File: src/rtl/vx_opc_collector.sv
// Multi-slot operand collector: per-bank age-priority GPR reads, in-order dispatch.
// Optional VX_OPC_PERF_EN enables the bank-conflict cycle counter.
module vx_opc_collector #(
    parameter int NUM_COLLECTORS = 2,
    parameter int NUM_BANKS      = 4,
    parameter int NUM_SRCS       = 3,
    parameter int REG_BITS       = 6,
    parameter int WID_BITS       = 4,
    parameter int DATAW          = 128,
    parameter int META_W         = 64,
    parameter int PERF_W         = 32,
    localparam int BANK_BITS     = $clog2(NUM_BANKS),
    localparam int ROW_W         = WID_BITS + REG_BITS - BANK_BITS
) (
    input  logic                          clk_i,
    input  logic                          reset_i,
    input  logic                          in_valid_i,
    output logic                          in_ready_o,
    input  logic [WID_BITS-1:0]           in_wid_i,
    input  logic [NUM_SRCS*REG_BITS-1:0]  in_rs_i,
    input  logic [NUM_SRCS-1:0]           in_used_i,
    input  logic [META_W-1:0]             in_meta_i,
    output logic [NUM_BANKS-1:0]          gpr_rd_valid_o,
    output logic [NUM_BANKS*ROW_W-1:0]    gpr_rd_addr_o,
    input  logic [NUM_BANKS*DATAW-1:0]    gpr_rd_data_i,
    output logic                          out_valid_o,
    input  logic                          out_ready_i,
    output logic [WID_BITS-1:0]           out_wid_o,
    output logic [META_W-1:0]             out_meta_o,
    output logic [NUM_SRCS*DATAW-1:0]     out_data_o,
    output logic [PERF_W-1:0]             perf_conflicts_o
);
    localparam int SLOT_BITS = $clog2(NUM_COLLECTORS);
    localparam int CNT_W     = SLOT_BITS + 1;
    localparam int BB        = (BANK_BITS > 0) ? BANK_BITS : 1;
    localparam int SRC_BITS  = (NUM_SRCS > 1) ? $clog2(NUM_SRCS) : 1;

    typedef enum logic {FREE, COLLECT} slot_state_e;

    slot_state_e          state_q [NUM_COLLECTORS];
    slot_state_e          state_d [NUM_COLLECTORS];
    logic [WID_BITS-1:0]  wid_q   [NUM_COLLECTORS];
    logic [META_W-1:0]    meta_q  [NUM_COLLECTORS];
    logic [REG_BITS-1:0]  reg_q   [NUM_COLLECTORS][NUM_SRCS];
    logic [DATAW-1:0]     data_q  [NUM_COLLECTORS][NUM_SRCS];
    logic [NUM_SRCS-1:0]  need_q  [NUM_COLLECTORS];
    logic [NUM_SRCS-1:0]  issued_q[NUM_COLLECTORS];
    logic [NUM_SRCS-1:0]  done_q  [NUM_COLLECTORS];

    logic [SLOT_BITS-1:0] alloc_ptr_q, alloc_ptr_d, head_ptr_q, head_ptr_d;
    logic [CNT_W-1:0]     count_q, count_d;

    logic [NUM_BANKS-1:0] gnt_vld;
    logic [SLOT_BITS-1:0] gnt_slot   [NUM_BANKS];
    logic [SRC_BITS-1:0]  gnt_src    [NUM_BANKS];
    logic [NUM_BANKS-1:0] tag_vld_q;
    logic [SLOT_BITS-1:0] tag_slot_q [NUM_BANKS];
    logic [SRC_BITS-1:0]  tag_src_q  [NUM_BANKS];
    logic                 any_conflict;

    logic [NUM_SRCS-1:0]  need_in;
    logic                 accept, dispatch;

    function automatic logic [BB-1:0] bank_of(input logic [REG_BITS-1:0] r);
        if (NUM_BANKS == 1) return '0;
        return r[BB-1:0];
    endfunction

    assign in_ready_o  = (count_q < CNT_W'(NUM_COLLECTORS));
    assign out_valid_o = (state_q[head_ptr_q] == COLLECT) && (&done_q[head_ptr_q]);
    assign accept      = in_valid_i && in_ready_o;
    assign dispatch    = out_valid_o && out_ready_i;

    always_comb begin
        for (int i = 0; i < NUM_SRCS; i++)
            need_in[i] = in_used_i[i] && (in_rs_i[i*REG_BITS +: REG_BITS] != '0);
    end

    // Slot FSMs and ring pointers
    always_comb begin
        for (int c = 0; c < NUM_COLLECTORS; c++) state_d[c] = state_q[c];
        if (accept)   state_d[alloc_ptr_q] = COLLECT;
        if (dispatch) state_d[head_ptr_q]  = FREE;
        alloc_ptr_d = alloc_ptr_q + SLOT_BITS'(accept);
        head_ptr_d  = head_ptr_q + SLOT_BITS'(dispatch);
        count_d     = count_q + CNT_W'(accept) - CNT_W'(dispatch);
    end

    always_ff @(posedge clk_i or posedge reset_i) begin
        if (reset_i) begin
            for (int c = 0; c < NUM_COLLECTORS; c++) state_q[c] <= FREE;
            alloc_ptr_q <= '0;
            head_ptr_q  <= '0;
            count_q     <= '0;
        end else begin
            state_q     <= state_d;
            alloc_ptr_q <= alloc_ptr_d;
            head_ptr_q  <= head_ptr_d;
            count_q     <= count_d;
        end
    end

    // Per bank: scan slots oldest-first from head, sources in index order.
    always_comb begin : arb
        logic                 found;
        logic [SLOT_BITS-1:0] s;
        found        = 1'b0;
        s            = '0;
        gnt_vld      = '0;
        any_conflict = 1'b0;
        for (int b = 0; b < NUM_BANKS; b++) begin
            gnt_slot[b] = '0;
            gnt_src[b]  = '0;
        end
        for (int b = 0; b < NUM_BANKS; b++) begin
            found = 1'b0;
            for (int a = 0; a < NUM_COLLECTORS; a++) begin
                s = head_ptr_q + SLOT_BITS'(a);
                for (int i = 0; i < NUM_SRCS; i++) begin
                    if (state_q[s] == COLLECT && need_q[s][i] && !issued_q[s][i]
                        && bank_of(reg_q[s][i]) == BB'(b)) begin
                        if (found) begin
                            any_conflict = 1'b1;
                        end else begin
                            found       = 1'b1;
                            gnt_vld[b]  = 1'b1;
                            gnt_slot[b] = s;
                            gnt_src[b]  = SRC_BITS'(i);
                        end
                    end
                end
            end
        end
    end

    always_ff @(posedge clk_i or posedge reset_i) begin
        if (reset_i) begin
            for (int c = 0; c < NUM_COLLECTORS; c++) begin
                wid_q[c]    <= '0;
                meta_q[c]   <= '0;
                need_q[c]   <= '0;
                issued_q[c] <= '0;
                done_q[c]   <= '0;
                for (int i = 0; i < NUM_SRCS; i++) begin
                    reg_q[c][i]  <= '0;
                    data_q[c][i] <= '0;
                end
            end
            tag_vld_q <= '0;
            for (int b = 0; b < NUM_BANKS; b++) begin
                tag_slot_q[b] <= '0;
                tag_src_q[b]  <= '0;
            end
        end else begin
            if (accept) begin
                wid_q[alloc_ptr_q]    <= in_wid_i;
                meta_q[alloc_ptr_q]   <= in_meta_i;
                need_q[alloc_ptr_q]   <= need_in;
                issued_q[alloc_ptr_q] <= '0;
                done_q[alloc_ptr_q]   <= ~need_in;
                for (int i = 0; i < NUM_SRCS; i++) begin
                    reg_q[alloc_ptr_q][i]  <= in_rs_i[i*REG_BITS +: REG_BITS];
                    data_q[alloc_ptr_q][i] <= '0;
                end
            end
            for (int b = 0; b < NUM_BANKS; b++) begin
                if (gnt_vld[b]) issued_q[gnt_slot[b]][gnt_src[b]] <= 1'b1;
                // Returning data lands one cycle after its strobe, steered by the tag.
                if (tag_vld_q[b]) begin
                    data_q[tag_slot_q[b]][tag_src_q[b]] <= gpr_rd_data_i[b*DATAW +: DATAW];
                    done_q[tag_slot_q[b]][tag_src_q[b]] <= 1'b1;
                end
            end
            tag_vld_q  <= gnt_vld;
            tag_slot_q <= gnt_slot;
            tag_src_q  <= gnt_src;
        end
    end

    assign gpr_rd_valid_o = gnt_vld;
    assign out_wid_o      = wid_q[head_ptr_q];
    assign out_meta_o     = meta_q[head_ptr_q];

    for (genvar b = 0; b < NUM_BANKS; b++) begin : g_bank
        assign gpr_rd_addr_o[b*ROW_W +: ROW_W] =
            {wid_q[gnt_slot[b]], reg_q[gnt_slot[b]][gnt_src[b]][REG_BITS-1:BANK_BITS]};
    end

    for (genvar i = 0; i < NUM_SRCS; i++) begin : g_src
        assign out_data_o[i*DATAW +: DATAW] = data_q[head_ptr_q][i];
    end

`ifdef VX_OPC_PERF_EN
    logic [PERF_W-1:0] perf_q;
    always_ff @(posedge clk_i or posedge reset_i) begin
        if (reset_i)           perf_q <= '0;
        else if (any_conflict) perf_q <= perf_q + PERF_W'(1);
    end
    assign perf_conflicts_o = perf_q;
`else
    logic unused_conflict;
    assign unused_conflict  = any_conflict;
    assign perf_conflicts_o = '0;
`endif

endmodule

File: config.mk
export PLATFORM = sky130hd
export DESIGN_NAME = vx_opc_collector
export DESIGN_NICKNAME = d
export VERILOG_FILES = /design/src/rtl/vx_opc_collector.sv
export SDC_FILE = /design/constraint.sdc
export NUM_CORES = 2
export LEC_CHECK = 0
export BUFFER_PORTS_ARGS = -buffer_cell sky130_fd_sc_hd__buf_2
export CAP_MARGIN = 0
export CORE_AREA = 2 2 437 439
export DETAILED_ROUTE_END_ITERATION = 10
export DIE_AREA = 0 0 439 441
export GPL_ROUTABILITY_DRIVEN = 0
export MAX_ROUTING_LAYER = met4
export PLACE_DENSITY_LB_ADDON = 0.12
export SETUP_SLACK_MARGIN = 0.4
export SLEW_MARGIN = 25
export SYNTH_ARGS = -nofsm -noshare
export SYNTH_HDL_FRONTEND = slang
export SYNTH_SLANG_ARGS = --single-unit
File: constraint.sdc
create_clock -name clk_i -period 56.7 [get_ports clk_i]
set_input_delay 14.175 -clock clk_i [delete_from_list [all_inputs] [get_ports clk_i]]
set_output_delay 14.175 -clock clk_i [all_outputs]
set_load 0.005 [all_outputs]
# After elaboration in Yosys (flattened, before gate mapping)
# Index checks and enable logic that the tools add are counted.
# op_classes
addsub,5
magnitude_cmp,50
eq_ne,18
muxes,278
bitwise_logic,39
n_reduce_logical,80
# ops
op,n
2-to-1 mux 768 bit,5
bitwise mux 768 bit,4
2-to-1 mux 384 bit,8
demux 384 bit (select 1 bit),7
bitwise AND 768 bit,3
inverter 768 bit,3
demux 128 bit (select 2 bit),4
2-to-1 mux 128 bit,5
2-to-1 mux 256 bit,1
2-to-1 mux 64 bit,4
2-to-1 mux 18 bit,13
bitwise mux 128 bit,1
2-to-1 mux 6 bit,19
bitwise mux 36 bit,3
2-to-1 mux 1 bit,91
2-to-1 mux 14 bit,6
2-to-1 mux 3 bit,24
2-to-1 mux 2 bit,35
demux 64 bit (select 1 bit),1
logical AND 1 bit,64
2-to-1 mux 4 bit,16
demux 18 bit (select 1 bit),3
binary-select mux 6 bit (select 2 bit),4
bitwise OR 6 bit,8
32 further kinds,138
# totals
ff_bits,980
inputBits,605
output_inout_bits,522
word_cells,506

# Logic depth before layout (Yosys ltp)
# logic_depth
word_depth,32
ltp_mapped,13

# Worst setup path after synthesis
# OpenSTA, ideal clock, no wires.
# synth_timing
path_kind,reg-to-output
startpoint,reg head_ptr_q
endpoint,out gpr_rd_addr_o[28]
arrival_ps,2296
required_ps,42525
path_slack_ps,40229
stages_incl_launch_ff,10
path_cell_list,dfrtp_1 buf_6 buf_6 buf_2 and4b_1 o211ai_1 a31oi_1 a31oi_4 buf_6 mux2_2
# synth_between
elab_chain_len,22
word_cells_on_any_way,77
cone_classes,1 x add/sub; 6 x eq/ne; 43 x mux; 3 x bitwise; 24 x reduce/logical
# synth_lines
element,line,text
"start, declared",50,"logic [SLOT_BITS-1:0] alloc_ptr_q, alloc_ptr_d, head_ptr_q, head_ptr_d;"
"start signal, assigned",98,head_ptr_q <= head_ptr_d;
inverter 1 -> 2 bit (implied by the code),"120, 121",
2-to-1 mux 1 bit (implied by the code) or 2-to-1 mux 3 bit (tied branches) (3 in series),120,if (state_q[s] == COLLECT && need_q[s][i] && !issued_q[s][i]
logical AND 1 bit or zero test 1 bit (tied branches),120,
logical AND 1 bit,120,
logical AND 1 bit,121,&& bank_of(reg_q[s][i]) == BB'(b)) begin
2-to-1 mux 1 bit,120,
2-to-1 mux 1 bit,122,if (found) begin
2-to-1 mux 1 bit,120,
[... 2 more ...],--,
2-to-1 mux 1 bit,122,
2-to-1 mux 1 bit,120,
2-to-1 mux 1 bit,122,
2-to-1 mux 1 bit,120,
2-to-1 mux 1 bit,122,
2-to-1 mux 1 bit (*),120,
inverter 1 -> 2 bit (implied by the code) (*),186,"{wid_q[gnt_slot[b]], reg_q[gnt_slot[b]][gnt_src[b]][REG_BITS-1:BANK_BITS]};"
2-to-1 mux 4 bit (implied by the code) (*) (3 in series),186,
"end, declared",24,"output logic [NUM_BANKS*ROW_W-1:0] gpr_rd_addr_o,"
# Mark *: on every way between the ends. The rest lies on a longest branch, timed or not. The select of a mux whose other input is x is not followed.

# Worst setup path after layout
# layout_timing
startpoint,reg head_ptr_q
endpoint,out gpr_rd_addr_o[26]
# layout_between
elab_chain_len,25
word_cells_on_any_way,91
cone_classes,1 x add/sub; 6 x eq/ne; 56 x mux; 4 x bitwise; 24 x reduce/logical
# layout_lines
element,line
inverter 1 -> 2 bit (implied by the code),"120, 121"
2-to-1 mux 1 bit (implied by the code) or 2-to-1 mux 3 bit (tied branches) (3 in series),120
logical AND 1 bit or zero test 1 bit (tied branches),120
logical AND 1 bit,120
logical AND 1 bit,121
2-to-1 mux 1 bit,120
2-to-1 mux 1 bit,122
2-to-1 mux 1 bit,120
[... 4 more ...],--
2-to-1 mux 1 bit,122
2-to-1 mux 1 bit,120
2-to-1 mux 1 bit,122
2-to-1 mux 1 bit,120
inverter 1 -> 2 bit (implied by the code),186
2-to-1 mux 18 bit (implied by the code) (3 in series),186
binary-select mux 6 bit (select 2 bit) (*),186
2-to-1 mux 6 bit (implied by the code) (*) (2 in series),186
# Marks and branches as above.

==> impl_metrics.prom <==
# TYPE chip_impl_metric gauge
chip_impl_info{name="hold_path.startpoint",value="count_q[0]"} 1
chip_impl_metric{name="area_fraction_in_compound_gates_after_synthesis",unit="%"} 27.64
chip_impl_metric{name="area_of_the_placeable_core",unit="µm²"} 189200
chip_impl_metric{name="cts_hold_buf",unit=""} 0
chip_impl_metric{name="final.period_utilization",unit="%"} 34.95
chip_impl_metric{name="initial_antenna_violation_count",unit=""} 148
chip_impl_metric{name="drtIter0Drc",unit=""} 7892
chip_impl_info{name="root_buffer",value="sky130_fd_sc_hd__clkbuf_16"} 1
chip_impl_metric{name="hold-path-cell-count",unit=""} 1
chip_impl_metric{name="first_global_vias",unit=""} 67290
chip_impl_metric{name="peakVddDrop",unit="mV"} 0.03686
chip_impl_metric{name="synth.ff_latch_count",unit=""} 980
chip_impl_metric{name="required",unit="ns"} 42.53
chip_impl_metric{name="placement.io_buffers",unit=""} 1094
chip_impl_metric{name="leakagePower",unit="nW"} 35.88
chip_impl_metric{name="clock_edge_transition_at_the_registers_on_the_reported_setup_and_hold_paths",unit="ns"} 0.06
chip_impl_metric{name="post_cts_resize_count",unit=""} 0
chip_impl_metric{name="worstPathBufferInverterCount",unit=""} 2
chip_impl_metric{name="synthToLayoutAreaGrowth",unit="%"} 17.53
chip_impl_metric{name="fmax",unit="MHz"} 50.47
chip_impl_metric{name="combinationalPowerShare",unit="%"} 52.9
chip_impl_metric{name="seq_area_frac_synth",unit="%"} 36.97
chip_impl_info{name="path_class",value="reg2out"} 1
chip_impl_metric{name="critPathMaxFanout",unit=""} 61
chip_impl_metric{name="initial_utilization",unit="%"} 35.06
chip_impl_metric{name="place.detailed.hpwl",unit="µm"} 197700
chip_impl_metric{name="drc_errors_left",unit=""} 0
chip_impl_metric{name="timing.final.ws_setup",unit="ns"} 36.89
chip_impl_metric{name="average_wire_length_per_cell_after_detail_routing",unit="µm"} 29.68
chip_impl_metric{name="die_w",unit="µm"} 439
chip_impl_metric{name="simple_gate_share_of_the_synthesized_area",unit="%"} 17.88
chip_impl_metric{name="power.density",unit="nW/µm²"} 55.84
chip_impl_metric{name="layout.core_utilization",unit="%"} 41.20
chip_impl_metric{name="synth_cell_types",unit=""} 72
chip_impl_info{name="r2r_start",value="head_ptr_q"} 1
chip_impl_info{name="end_kind",value="primary output"} 1
chip_impl_metric{name="setup_tns",unit="ns"} 0
chip_impl_metric{name="yosys.area_share.xor_xnor",unit="%"} 0.03962
chip_impl_info{name="crit_path_cell_trace",value="buf_4, mux2i_1, a211oi_2, nor2_2, a31oi_4, mux2_2, o211ai_1, buf_2"} 1
chip_impl_metric{name="drt_pass1_iterations",unit=""} 6
chip_impl_metric{name="cts.path.max_buffers",unit=""} 3
chip_impl_metric{name="final_hold_viol_count",unit=""} 0
chip_impl_metric{name="final_nets",unit=""} 9420
chip_impl_info{name="critPathSlowestCell",value="sky130_fd_sc_hd__dfrtp_4"} 1
chip_impl_metric{name="dieArea",unit="µm²"} 193600
chip_impl_metric{name="pwr-share-seq",unit="%"} 27.2
chip_impl_metric{name="share_of_cell_area_taken_by_muxes_after_synthesis",unit="%"} 11.84
chip_impl_metric{name="worst_clock_skew",unit="ns"} 0.03181
chip_impl_metric{name="place_ws",unit="ns"} 37.87
chip_impl_info{name="rsz_0062_raised_after_global_routing",value="no"} 1
chip_impl_info{name="synthFlopType",value="sky130_fd_sc_hd__dfrtp_1"} 1
chip_impl_metric{name="postSynthAreaPerCell",unit="µm²"} 7.983
chip_impl_metric{name="grt_max_degree",unit=""} 172
chip_impl_metric{name="grt_usage",unit="%"} 35.00
chip_impl_metric{name="first_pass_grt_wire_length",unit="µm"} 489400
chip_impl_metric{name="htree_levels",unit=""} 4
chip_impl_metric{name="boundaryPins",unit=""} 1127
chip_impl_metric{name="die-height",unit="µm"} 441
chip_impl_info{name="main_combinational_cell_family_by_area_after_synthesis",value="compound AO/OA/AOI/OAI gates"} 1
chip_impl_metric{name="drt.antenna.violating_nets",unit=""} 0
chip_impl_metric{name="post_synthesis_instance_area",unit="µm²"} 66330
chip_impl_metric{name="drv_cap",unit=""} 0
chip_impl_metric{name="routed-via-count",unit=""} 70980
chip_impl_info{name="outcome",value="complete, no violations"} 1
chip_impl_metric{name="fin_worst_hold_slack",unit="ns"} 0.4851
chip_impl_metric{name="post_route_cells_drive_above_1_share",unit="%"} 24.04
chip_impl_info{name="worstSetupStartpointType",value="flop"} 1
chip_impl_metric{name="arrival",unit="ns"} 5.64
chip_impl_metric{name="setup_viol",unit=""} 0
chip_impl_metric{name="rr_worst_depth",unit=""} 7
chip_impl_metric{name="drt-vias-per-instance",unit=""} 6.137
chip_impl_metric{name="async_reset_ff_share",unit="%"} 100.0
chip_impl_metric{name="p_switching",unit="mW"} 1.848
chip_impl_metric{name="postSynthCellCount",unit=""} 8308
chip_impl_metric{name="tightest_slew",unit="ns"} 1.366
chip_impl_metric{name="internal_power",unit="mW"} 2.505
chip_impl_metric{name="timing.critical_path.slowest_cell_delay",unit="ns"} 0.99
chip_impl_metric{name="edff_count_synth",unit=""} 0
chip_impl_metric{name="reg2reg_setup_slack",unit="ns"} 51.88
chip_impl_metric{name="drt_wl_total",unit="µm"} 343200
chip_impl_info{name="whs_endpoint",value="count_q[0]"} 1
chip_impl_metric{name="yosys.area_share.adder",unit="%"} 0.07546
chip_impl_info{name="clock_tree_from_tritoncts",value="done"} 1
chip_impl_metric{name="power",unit="mW"} 4.353
chip_impl_metric{name="cts_made_buffers",unit=""} 133
chip_impl_metric{name="rows",unit=""} 160
chip_impl_metric{name="power.clock.fraction",unit="%"} 19.9
chip_impl_metric{name="yosys_warnings",unit=""} 0
chip_impl_info{name="worst_r2r_endpoint",value="issued_q[2]"} 1
chip_impl_metric{name="post-route-min-period",unit="ns"} 19.81
chip_impl_metric{name="sw_frac_of_total",unit="%"} 42.45
chip_impl_metric{name="clock_sink_count",unit=""} 980
chip_impl_metric{name="grt.overflow.total",unit=""} 0
chip_impl_metric{name="drv_slew",unit=""} 0
chip_impl_metric{name="clock_latency",unit="ns"} 0.81
chip_impl_info{name="worst_path_dominant_cell_family",value="compound AO/OA/AOI/OAI gates"} 1
chip_impl_info{name="min_path_type",value="reg2reg"} 1
chip_impl_metric{name="post_cts_buffers",unit=""} 0
chip_impl_metric{name="slew-limit-headroom",unit="%"} 8.953
[per-stage QoR]
| stage | area (µm²) | cells |
|---|---|---|
| after floorplan | 66440 | 8339 |
| after global placement | 72860 | 11170 |
| after detailed placement | 72970 | 11180 |
| after CTS | 77340 | 11410 |
| after global routing | 77900 | 11540 |
| final | 77950 | 11570 |
[routing by layer]
metal / vias to the layer above / routed length (µm) / global-route usage (%)
li1: 31330 / - / -
met4: 0 / 21460 / 21.02
met5: - / 0 / -
met3: 828 / 33030 / 8.098
met2: 4077 / 152600 / 51.59
met1: 34750 / 136100 / 43.54
[cells by family (layout without fill, tap and decap cells)]
family,Yosys count,count (layout)
other cells,1,177
compound gates,3197,3197
fa+ha+maj,4,4
simple gates,2502,2502
xor+xnor,3,3
flops,980,980
mux,702,702
buf+inv,919,1489
[registers in the layout, summed over array words and instances (netlist names), 4 cells and up]
register	count
data_q	768
meta_q	128
reg_q	36
tag_src_q	8
wid_q	8
done_q	6
issued_q	6
need_q	6
tag_slot_q	4
tag_vld_q	4
[synth_stat cells, drive strengths merged, types with 8 or more instances]
cell	instances	area share [%]
nand2	547	3.1
clkbuf	749	4.2
a21oi	1796	14
mux2i	55	0.84
buf	142	1.1
o221ai	12	0.16
nor3b	33	0.37
and3	769	7.3
nand4bb	8	0.16
nand3	24	0.18
nor2b	11	0.10
nor3	8	0.060
nand4b	8	0.12
a31oi	15	0.18
a211oi	790	9.0
dfrtp	980	37
o211ai	27	0.31
nor2	1045	5.9
and4b	8	0.12
o21ai	527	4.0
inv	28	0.16
mux2	647	11
[power by group through the flow]
stage | registers, mW | clock network [mW] | logic (mW)
final | 1.19 | 0.867 | 2.30
after floorplan | 1.12 | 0 | 1.47
after global placement | 1.18 | 0 | 2.23
after detailed placement | 1.19 | 0 | 2.25
after global routing | 1.22 | 0.907 | 2.48
after CTS | 1.18 | 0.882 | 2.27
[cell type report]
| type | count | area [µm²] |
|---|---|---|
| fillers | 19300 | 111200 |
| multi-input cells | 6440 | 38490 |
| flip-flops and latches | 980 | 24530 |
| repair buffers | 1228 | 6945 |
| clock buffers | 192 | 3800 |
| well taps | 2511 | 3142 |
| clock inverters | 41 | 568.0 |
| diodes | 145 | 362.8 |
| inverters | 28 | 112.6 |
[placed cells by master, fill, tap and decap left out, drive strengths merged, types with 11 or more instances in the layout]
cell / count
nand2: 547
nor2b: 11
clkinv: 23
nor2: 1045
o21ai: 527
o221ai: 12
mux2: 647
a21oi: 1796
conb: 32
a31oi: 15
a211oi: 790
mux2i: 55
and3: 769
o211ai: 27
inv: 37
nand3: 24
buf: 1228
diode: 145
dfrtp: 980
nor3b: 33
clkbuf: 192
[worst max-delay path by stage]
stage | end | slack, ns | from | cells past startpoint
floorplan | alloc_ptr_q | 14.96 | reset_i | 1
global placement | gpr_rd_addr_o[26] | 37.97 | head_ptr_q | 8
detailed placement | gpr_rd_addr_o[26] | 37.87 | head_ptr_q | 8
CTS | gpr_rd_addr_o[26] | 36.96 | head_ptr_q | 8
global route | gpr_rd_addr_o[26] | 36.72 | head_ptr_q | 8
finish | gpr_rd_addr_o[26] | 36.89 | head_ptr_q | 8
Note: power is estimated with default switching activity, not from simulation.
